$ cat src/rtl/axil_spi_regs.sv
// AXI-Lite register bank fronting the SPI master core: CTRL, STATUS, TXDATA, RXDATA.
// Write and read channels run independent two-state FSMs; RX capture tracks full/overrun.
module axil_spi_regs #(
    parameter int AXI_DATA_WIDTH = 32,
    parameter int AXI_ADDR_WIDTH = 32,
    parameter int SPI_DATA_WIDTH = 8
) (
    input  logic                          aclk,
    input  logic                          areset,
    input  logic [AXI_ADDR_WIDTH-1:0]     s_axil_awaddr,
    input  logic                          s_axil_awvalid,
    output logic                          s_axil_awready,
    input  logic [AXI_DATA_WIDTH-1:0]     s_axil_wdata,
    input  logic [AXI_DATA_WIDTH/8-1:0]   s_axil_wstrb,
    input  logic                          s_axil_wvalid,
    output logic                          s_axil_wready,
    output logic [1:0]                    s_axil_bresp,
    output logic                          s_axil_bvalid,
    input  logic                          s_axil_bready,
    input  logic [AXI_ADDR_WIDTH-1:0]     s_axil_araddr,
    input  logic                          s_axil_arvalid,
    output logic                          s_axil_arready,
    output logic [AXI_DATA_WIDTH-1:0]     s_axil_rdata,
    output logic [1:0]                    s_axil_rresp,
    output logic                          s_axil_rvalid,
    input  logic                          s_axil_rready,
    output logic                          spi_enable,
    output logic                          spi_cpol,
    output logic                          spi_cpha,
    output logic [7:0]                    spi_clkdiv,
    output logic [SPI_DATA_WIDTH-1:0]     tx_data,
    output logic                          tx_valid,
    input  logic                          tx_ready,
    input  logic [SPI_DATA_WIDTH-1:0]     rx_data,
    input  logic                          rx_valid_i,
    input  logic                          spi_busy,
    output logic                          wr_state_dbg,
    output logic                          rd_state_dbg
);
    localparam int DW  = AXI_DATA_WIDTH;
    localparam int AW  = AXI_ADDR_WIDTH;
    localparam int SDW = SPI_DATA_WIDTH;
    localparam logic [1:0] RESP_OKAY   = 2'b00;
    localparam logic [1:0] RESP_SLVERR = 2'b10;

    typedef enum logic { W_IDLE = 1'b0, W_RESP = 1'b1 } w_state_e;
    typedef enum logic { R_IDLE = 1'b0, R_DATA = 1'b1 } r_state_e;

    w_state_e          w_state_q, w_state_d;
    r_state_e          r_state_q, r_state_d;
    logic              aw_held_q, aw_held_d, w_held_q, w_held_d;
    logic [AW-1:0]     aw_addr_q, aw_addr_d;
    logic [DW-1:0]     w_data_q, w_data_d;
    logic [DW/8-1:0]   w_strb_q, w_strb_d;
    logic [1:0]        bresp_q, bresp_d, rresp_q, rresp_d;
    logic [DW-1:0]     rdata_q, rdata_d;
    logic              rd_rx_q, rd_rx_d;
    logic              en_q, en_d, cpol_q, cpol_d, cpha_q, cpha_d;
    logic [7:0]        clkdiv_q, clkdiv_d;
    logic              tx_valid_q, tx_valid_d;
    logic [SDW-1:0]    tx_data_q, tx_data_d;
    logic              rx_full_q, rx_full_d, overrun_q, overrun_d;
    logic [SDW-1:0]    rx_data_q, rx_data_d;

    logic              aw_fire, w_fire, aw_have, w_have, tx_fire;
    logic [AW-1:0]     wa;
    logic [DW-1:0]     wd, rd_word;
    logic [DW/8-1:0]   ws;
    logic              status_w1c, rx_clear, tx_load, overrun_set;
    logic              unused_ok;

    // Every channel transfers on the cycle where its valid and ready are both 1 at the
    // rising edge; a source holds valid and payload stable until that transfer happens.
    assign s_axil_awready = (w_state_q == W_IDLE) && !aw_held_q;
    assign s_axil_wready  = (w_state_q == W_IDLE) && !w_held_q;
    assign s_axil_bvalid  = (w_state_q == W_RESP);
    assign s_axil_bresp   = bresp_q;
    assign s_axil_arready = (r_state_q == R_IDLE);
    assign s_axil_rvalid  = (r_state_q == R_DATA);
    assign s_axil_rdata   = rdata_q;
    assign s_axil_rresp   = rresp_q;

    assign aw_fire = s_axil_awvalid && s_axil_awready;
    assign w_fire  = s_axil_wvalid && s_axil_wready;
    assign aw_have = aw_held_q || aw_fire;
    assign w_have  = w_held_q || w_fire;
    assign wa      = aw_held_q ? aw_addr_q : s_axil_awaddr;
    assign wd      = w_held_q ? w_data_q : s_axil_wdata;
    assign ws      = w_held_q ? w_strb_q : s_axil_wstrb;
    assign tx_fire = tx_valid_q && tx_ready;

    always_comb begin
        w_state_d   = w_state_q;
        r_state_d   = r_state_q;
        aw_held_d   = aw_held_q;
        w_held_d    = w_held_q;
        aw_addr_d   = aw_addr_q;
        w_data_d    = w_data_q;
        w_strb_d    = w_strb_q;
        bresp_d     = bresp_q;
        rresp_d     = rresp_q;
        rdata_d     = rdata_q;
        rd_rx_d     = rd_rx_q;
        en_d        = en_q;
        cpol_d      = cpol_q;
        cpha_d      = cpha_q;
        clkdiv_d    = clkdiv_q;
        tx_data_d   = tx_data_q;
        rx_data_d   = rx_data_q;
        rx_full_d   = rx_full_q;
        status_w1c  = 1'b0;
        rx_clear    = 1'b0;
        tx_load     = 1'b0;
        overrun_set = 1'b0;
        rd_word     = '0;

        case (w_state_q)
            W_IDLE: begin
                if (aw_fire) begin
                    aw_held_d = 1'b1;
                    aw_addr_d = s_axil_awaddr;
                end
                if (w_fire) begin
                    w_held_d = 1'b1;
                    w_data_d = s_axil_wdata;
                    w_strb_d = s_axil_wstrb;
                end
                // The write commits on the edge where the second half arrives.
                if (aw_have && w_have) begin
                    aw_held_d = 1'b0;
                    w_held_d  = 1'b0;
                    w_state_d = W_RESP;
                    bresp_d   = RESP_OKAY;
                    if (|wa[AW-1:4]) begin
                        bresp_d = RESP_SLVERR;
                    end else begin
                        case (wa[3:2])
                            2'd0: begin
                                if (ws[0]) begin
                                    en_d   = wd[0];
                                    cpol_d = wd[1];
                                    cpha_d = wd[2];
                                end
                                if (ws[1]) clkdiv_d = wd[15:8];
                            end
                            2'd1: status_w1c = ws[0] && wd[3];
                            2'd2: begin
                                if (tx_valid_q && !tx_ready) bresp_d = RESP_SLVERR;
                                else tx_load = 1'b1;
                            end
                            default: ;
                        endcase
                    end
                end
            end
            W_RESP: if (s_axil_bready) w_state_d = W_IDLE;
            default: w_state_d = W_IDLE;
        endcase

        case (r_state_q)
            R_IDLE: begin
                if (s_axil_arvalid) begin
                    r_state_d = R_DATA;
                    rresp_d   = RESP_OKAY;
                    rd_rx_d   = 1'b0;
                    if (|s_axil_araddr[AW-1:4]) begin
                        rresp_d = RESP_SLVERR;
                    end else begin
                        case (s_axil_araddr[3:2])
                            2'd0: begin
                                rd_word[0]    = en_q;
                                rd_word[1]    = cpol_q;
                                rd_word[2]    = cpha_q;
                                rd_word[15:8] = clkdiv_q;
                            end
                            2'd1: rd_word[3:0] = {overrun_q, spi_busy, rx_full_q, tx_valid_q};
                            2'd3: begin
                                rd_word[SDW-1:0] = rx_data_q;
                                rd_rx_d          = 1'b1;
                            end
                            default: ;
                        endcase
                    end
                    rdata_d = rd_word;
                end
            end
            R_DATA: begin
                if (s_axil_rready) begin
                    r_state_d = R_IDLE;
                    rx_clear  = rd_rx_q;
                end
            end
            default: r_state_d = R_IDLE;
        endcase

        tx_valid_d = tx_valid_q && !tx_fire;
        if (tx_load) begin
            tx_valid_d = 1'b1;
            tx_data_d  = wd[SDW-1:0];
        end

        // A fresh RX word always wins over a clearing RXDATA read in the same cycle.
        if (rx_valid_i) begin
            rx_data_d   = rx_data;
            rx_full_d   = 1'b1;
            overrun_set = rx_full_q && !rx_clear;
        end else if (rx_clear) begin
            rx_full_d = 1'b0;
        end
        overrun_d = overrun_set || (overrun_q && !status_w1c);
    end

    always_ff @(posedge aclk) begin
        if (areset) begin
            w_state_q  <= W_IDLE;
            r_state_q  <= R_IDLE;
            aw_held_q  <= 1'b0;
            w_held_q   <= 1'b0;
            aw_addr_q  <= '0;
            w_data_q   <= '0;
            w_strb_q   <= '0;
            bresp_q    <= RESP_OKAY;
            rresp_q    <= RESP_OKAY;
            rdata_q    <= '0;
            rd_rx_q    <= 1'b0;
            en_q       <= 1'b0;
            cpol_q     <= 1'b0;
            cpha_q     <= 1'b0;
            clkdiv_q   <= '0;
            tx_valid_q <= 1'b0;
            tx_data_q  <= '0;
            rx_data_q  <= '0;
            rx_full_q  <= 1'b0;
            overrun_q  <= 1'b0;
        end else begin
            w_state_q  <= w_state_d;
            r_state_q  <= r_state_d;
            aw_held_q  <= aw_held_d;
            w_held_q   <= w_held_d;
            aw_addr_q  <= aw_addr_d;
            w_data_q   <= w_data_d;
            w_strb_q   <= w_strb_d;
            bresp_q    <= bresp_d;
            rresp_q    <= rresp_d;
            rdata_q    <= rdata_d;
            rd_rx_q    <= rd_rx_d;
            en_q       <= en_d;
            cpol_q     <= cpol_d;
            cpha_q     <= cpha_d;
            clkdiv_q   <= clkdiv_d;
            tx_valid_q <= tx_valid_d;
            tx_data_q  <= tx_data_d;
            rx_data_q  <= rx_data_d;
            rx_full_q  <= rx_full_d;
            overrun_q  <= overrun_d;
        end
    end

    assign spi_enable   = en_q;
    assign spi_cpol     = cpol_q;
    assign spi_cpha     = cpha_q;
    assign spi_clkdiv   = clkdiv_q;
    assign tx_data      = tx_data_q;
    assign tx_valid     = tx_valid_q;
    assign wr_state_dbg = (w_state_q == W_RESP);
    assign rd_state_dbg = (r_state_q == R_DATA);

    // Byte-lane address bits and unmapped data/strobe bits carry no meaning here.
    assign unused_ok = ^{wa[1:0], s_axil_araddr[1:0], wd, ws};
endmodule

$ cat config.mk
export PLATFORM = sky130hd
export DESIGN_NAME = axil_spi_regs
export DESIGN_NICKNAME = d
export VERILOG_FILES = /design/src/rtl/axil_spi_regs.sv
export SDC_FILE = /design/constraint.sdc
export NUM_CORES = 1
export LEC_CHECK = 0
export CAP_MARGIN = 20
export CORE_ASPECT_RATIO = 2
export CORE_MARGIN = 2
export CORE_UTILIZATION = 45
export CTS_BUF_LIST = sky130_fd_sc_hd__clkbuf_2
export CTS_CLUSTER_DIAMETER = 40
export CTS_CLUSTER_SIZE = 8
export DETAILED_ROUTE_END_ITERATION = 6
export HOLD_SLACK_MARGIN = 0.15
export PLACE_DENSITY = 0.83
export SYNTH_ARGS = -nofsm -noshare
export SYNTH_HDL_FRONTEND = slang
export SYNTH_SLANG_ARGS = --single-unit
export TNS_END_PERCENT = 5
$ cat constraint.sdc
create_clock -name aclk -period 2.8 [get_ports aclk]
set_input_delay 0.56 -clock aclk [delete_from_list [all_inputs] [get_ports aclk]]
set_output_delay 0.56 -clock aclk [all_outputs]
set_load 0.03 [all_outputs]
==> impl_results.md, run 1 <==
* Run status: finished, final reports clean
* Initial antenna violation count at 1
* Netlist cell types at 38
* Cell internal pwr at between 2 and 2.5 mW
* Gpl congestion at 0.8260
* DR vias/cell at around 5.3
* Hold Vio Cnt, Final at 0
* DP HPWL at roughly 9300 um
* Biggest cell delay along the critical path at about 0.78 ns
* Post-synth EDFFs at 0
* R2R Setup Slk at 0.47 ns
* Syn Area/Cell at ~8.4 um2
* Via count of the first global-routing pass at about 4200
* CP max stage cell: clkdlybuf4s50_1
* CP Class: flip-flop to output port
* Largest net degree at the start of global routing at between 60 and 70
* Core area at between 9000 and 10000 um2
* Sw frac at about 28%
* First-pass GRT wire length at 18600 um
* Power, Total at 2.860 mW
* Final Skew at about 0.032 ns
* Crit path buf inv count at 1
* Worst r2r src: aw_held_q
* Maxcap violations at 0
* I/O pin count at 181
* Total die area at roughly 11000 um2
* Post-CTS Resized at 0
* CP Max Fanout at 11
* Async set-or-reset flop fraction in the synthesized netlist at 0%
* Hold path startpoint: areset
* Row count at 51
* Relative slew slack at 56.43%
* Max-slew violation count at 0
* Die X at 74.58 um
* Final WS setup at ~0.21 ns
* Worst EP arrival at about 2.0 ns
* Cells after Synth at around 540
* Routed WL at around 12000 um
* Pre-antenna DRT Iters at 4
* Clock-pin slew on the worst setup and hold paths at between 0.2 and 0.3 ns
* CTS tree: built
* Deepest clock path buffer count at 2
* Root buf cell: clkbuf_2
* Min-Delay Path Class: input pin to flip-flop
* Clk sinks at between 100 and 150
* DRC Markers at 0
* CP Launch Point: s_axil_bvalid
* Layout cell share with drive strength beyond 1 at 7.692%
* Number of nets in the layout at 776
* H-Tree Depth at 3
* CP cell instances: clkdlybuf4s50_1
* FF-to-FF End: spi_clkdiv[0]
* Reg area at slightly above 2000 um2
* Clock power frac at approximately 28%
* Area of the multi-input gates at 2161 um2
* Critical path startpoint category: flip-flop
* Vias post-DR at approximately 4300
* Pwr per Cell Area at ~470 nW/um2
* Total Routing Usage GR at between 20 and 25%
* Hold EP: s_axil_rdata[4]
* Final period util at between 90% and 100%
* P_sw at roughly 0.8 mW
* Clock Latency Late Sink at ~0.59 ns
* Drt initial violations at just over 200
* Pleak at 2.126 nW
* Flop pwr share at a little over half
* Die Y at around 150 um
* RSZ-0062 raised after global routing: no
* Crit path time final at about 2.6 ns
* Yosys warns at 0
* CP required at roughly 2.2 ns
* Num CTS Buffers at 9
* CP delay by family, top: buffers and inverters
* Area leader, netlist: dfxtp_1
* Top post-synthesis cells by count: dfxtp_1, nand2_1, a21oi_1
* DRT antenna net count at 0
* Mapped Area at ~4500 um2
* Top_reg_cell synth: dfxtp_1
* Max VDD drop at about 450 uV
* Crit. path cell count at 1
* Pre-CTS setup slack at -0.1000 ns
* CP Capture Type: output port
* Port Buffers at 140
* Count leader, synth: dfxtp_1
* Starting Density at between 40% and 50%
* Post-synthesis sequential area ratio at between 40% and 50%
* Hold Path Depth at 2
* Cts hold-fix bufs at 0
* Top cells by area, synth: dfxtp_1, nand2_1, a21oi_1
* Fillers at ~870
* Reg2Reg Depth at 5
* Area Overhead vs Synth at 35.53%
* Share of total power in combinational logic at approximately 18%
* Worst Max-Slew Pin Slew at between 0.6 and 0.7 ns
* Setup-failing EPs final at 0
* Setup Buffers After CTS at 0
* Synth Register Bits at between 100 and 150
* Yosys top cell area share at between 40% and 50%
* Maximum clock rate at 385.5 MHz
* Total grt overflow at 0
* Routed wire per std cell at ~15 um
[placed cells by master, fill, tap and decap left out, types with 4 or more instances in the layout]
cell type / count
clkdlybuf4s50_1: 139
dfxtp_1: 101
nand2_1: 97
a21oi_1: 56
nor2_1: 39
mux2i_1: 21
conb_1: 18
nand2b_1: 16
nor4_1: 14
buf_4: 14
a31oi_1: 13
inv_1: 12
a22oi_1: 12
nor3_1: 12
o21ai_0: 12
nand3b_1: 10
clkbuf_2: 9
nand4_1: 8
a221oi_2: 8
nand3_1: 6
nor4_2: 5
and4_1: 5
a32oi_1: 4
a311oi_1: 4
nor3b_1: 4
[registers in the layout, summed over array words and instances, names as in the netlist, 2 cells and up]
register      flops
spi_clkdiv        8
rx_data_q         8
s_axil_rdata     16
aw_addr_q        30
w_strb_q          2
w_data_q         16
tx_data           8
[metal layers]
metal | track usage, % | vias up | routed length (um)
met3 | 4.097 | 26 | 737
met1 | 20.65 | 1981 | 4062
met5 | 0 | - | 0
met2 | 42.26 | 165 | 6676
met4 | 9.643 | 0 | 388
li1 | - | 2085 | -
[through the flow]
stage                     instance area [um2]  std cells  hold slack (ns)  setup TNS (ns)  utilization, %
after floorplan                          4547        552           0.4311               0               -
after global placement                   5929        779           0.4383         -0.2199           61.13
after detailed placement                 5929        779           0.4426         -0.7005           61.13
after CTS                                6073        795           0.3474               0           62.62
after global routing                     6076        796           0.3349               0           62.64
final                                    6076        796           0.3651               0           62.64
[logic make-up after synthesis]
logic type,count (synthesis),share of synthesized area (%)
muxes,23,5.191
and+or+nand+nor,225,24.98
buffers and inverters,72,8.345
other,1,0.08365
AOI/OAI and AO/OA,113,16.30
DFF,101,45.10
[worst register-to-register path, cell delays in order (launching register included)]
cell,delay [ns]
dfxtp_1,0.64
nor4b_1,0.30
nand4_1,0.18
o22a_1,0.23
or4_4,0.63
a221oi_2,0.30
[area by class of cell]
cell class                      instances  area share (%)
Multi-Input combinational cell        379           35.56
Sequential cell                       101           33.28
Timing Repair Buffer                  155           25.29
Tap cell                              132           2.718
Clock inverter                          7           1.627
Clock buffer                            9          0.7414
Inverter                               12          0.7414
Antenna cell                            1         0.04119
[power by group through the flow]
stage	Combinational (mW)	Clock (mW)	Sequential (mW)
floorplan	0.310	0	1.57
global placement	0.508	0	1.57
detailed placement	0.521	0	1.58
CTS	0.522	0.802	1.55
global route	0.570	0.856	1.56
finish	0.520	0.786	1.55
[how the worst max path moves through the flow]
stage	end	slack (ns)
2_1_floorplan	spi_clkdiv[1]	0.64
3_3_place_gp	spi_clkdiv[5]	-0.03
3_5_place_dp	spi_clkdiv[0]	-0.10
4_1_cts	wr_state_dbg	0.18
5_1_grt	wr_state_dbg	0.11
6_report	wr_state_dbg	0.21
(Power assumes the default switching activity.)
==> inputs of run 2 (changes only) <==
--- a/config.mk
+++ b/config.mk
@@ -5,6 +5,7 @@
 export SDC_FILE = /design/constraint.sdc
 export NUM_CORES = 1
 export LEC_CHECK = 0
+export ABC_CLOCK_PERIOD_IN_PS = 2800
 export CAP_MARGIN = 20
 export CORE_ASPECT_RATIO = 2
 export CORE_MARGIN = 2
==> results of run 2 <==
Final layout, timing and power as in run 1 (identical DEF).
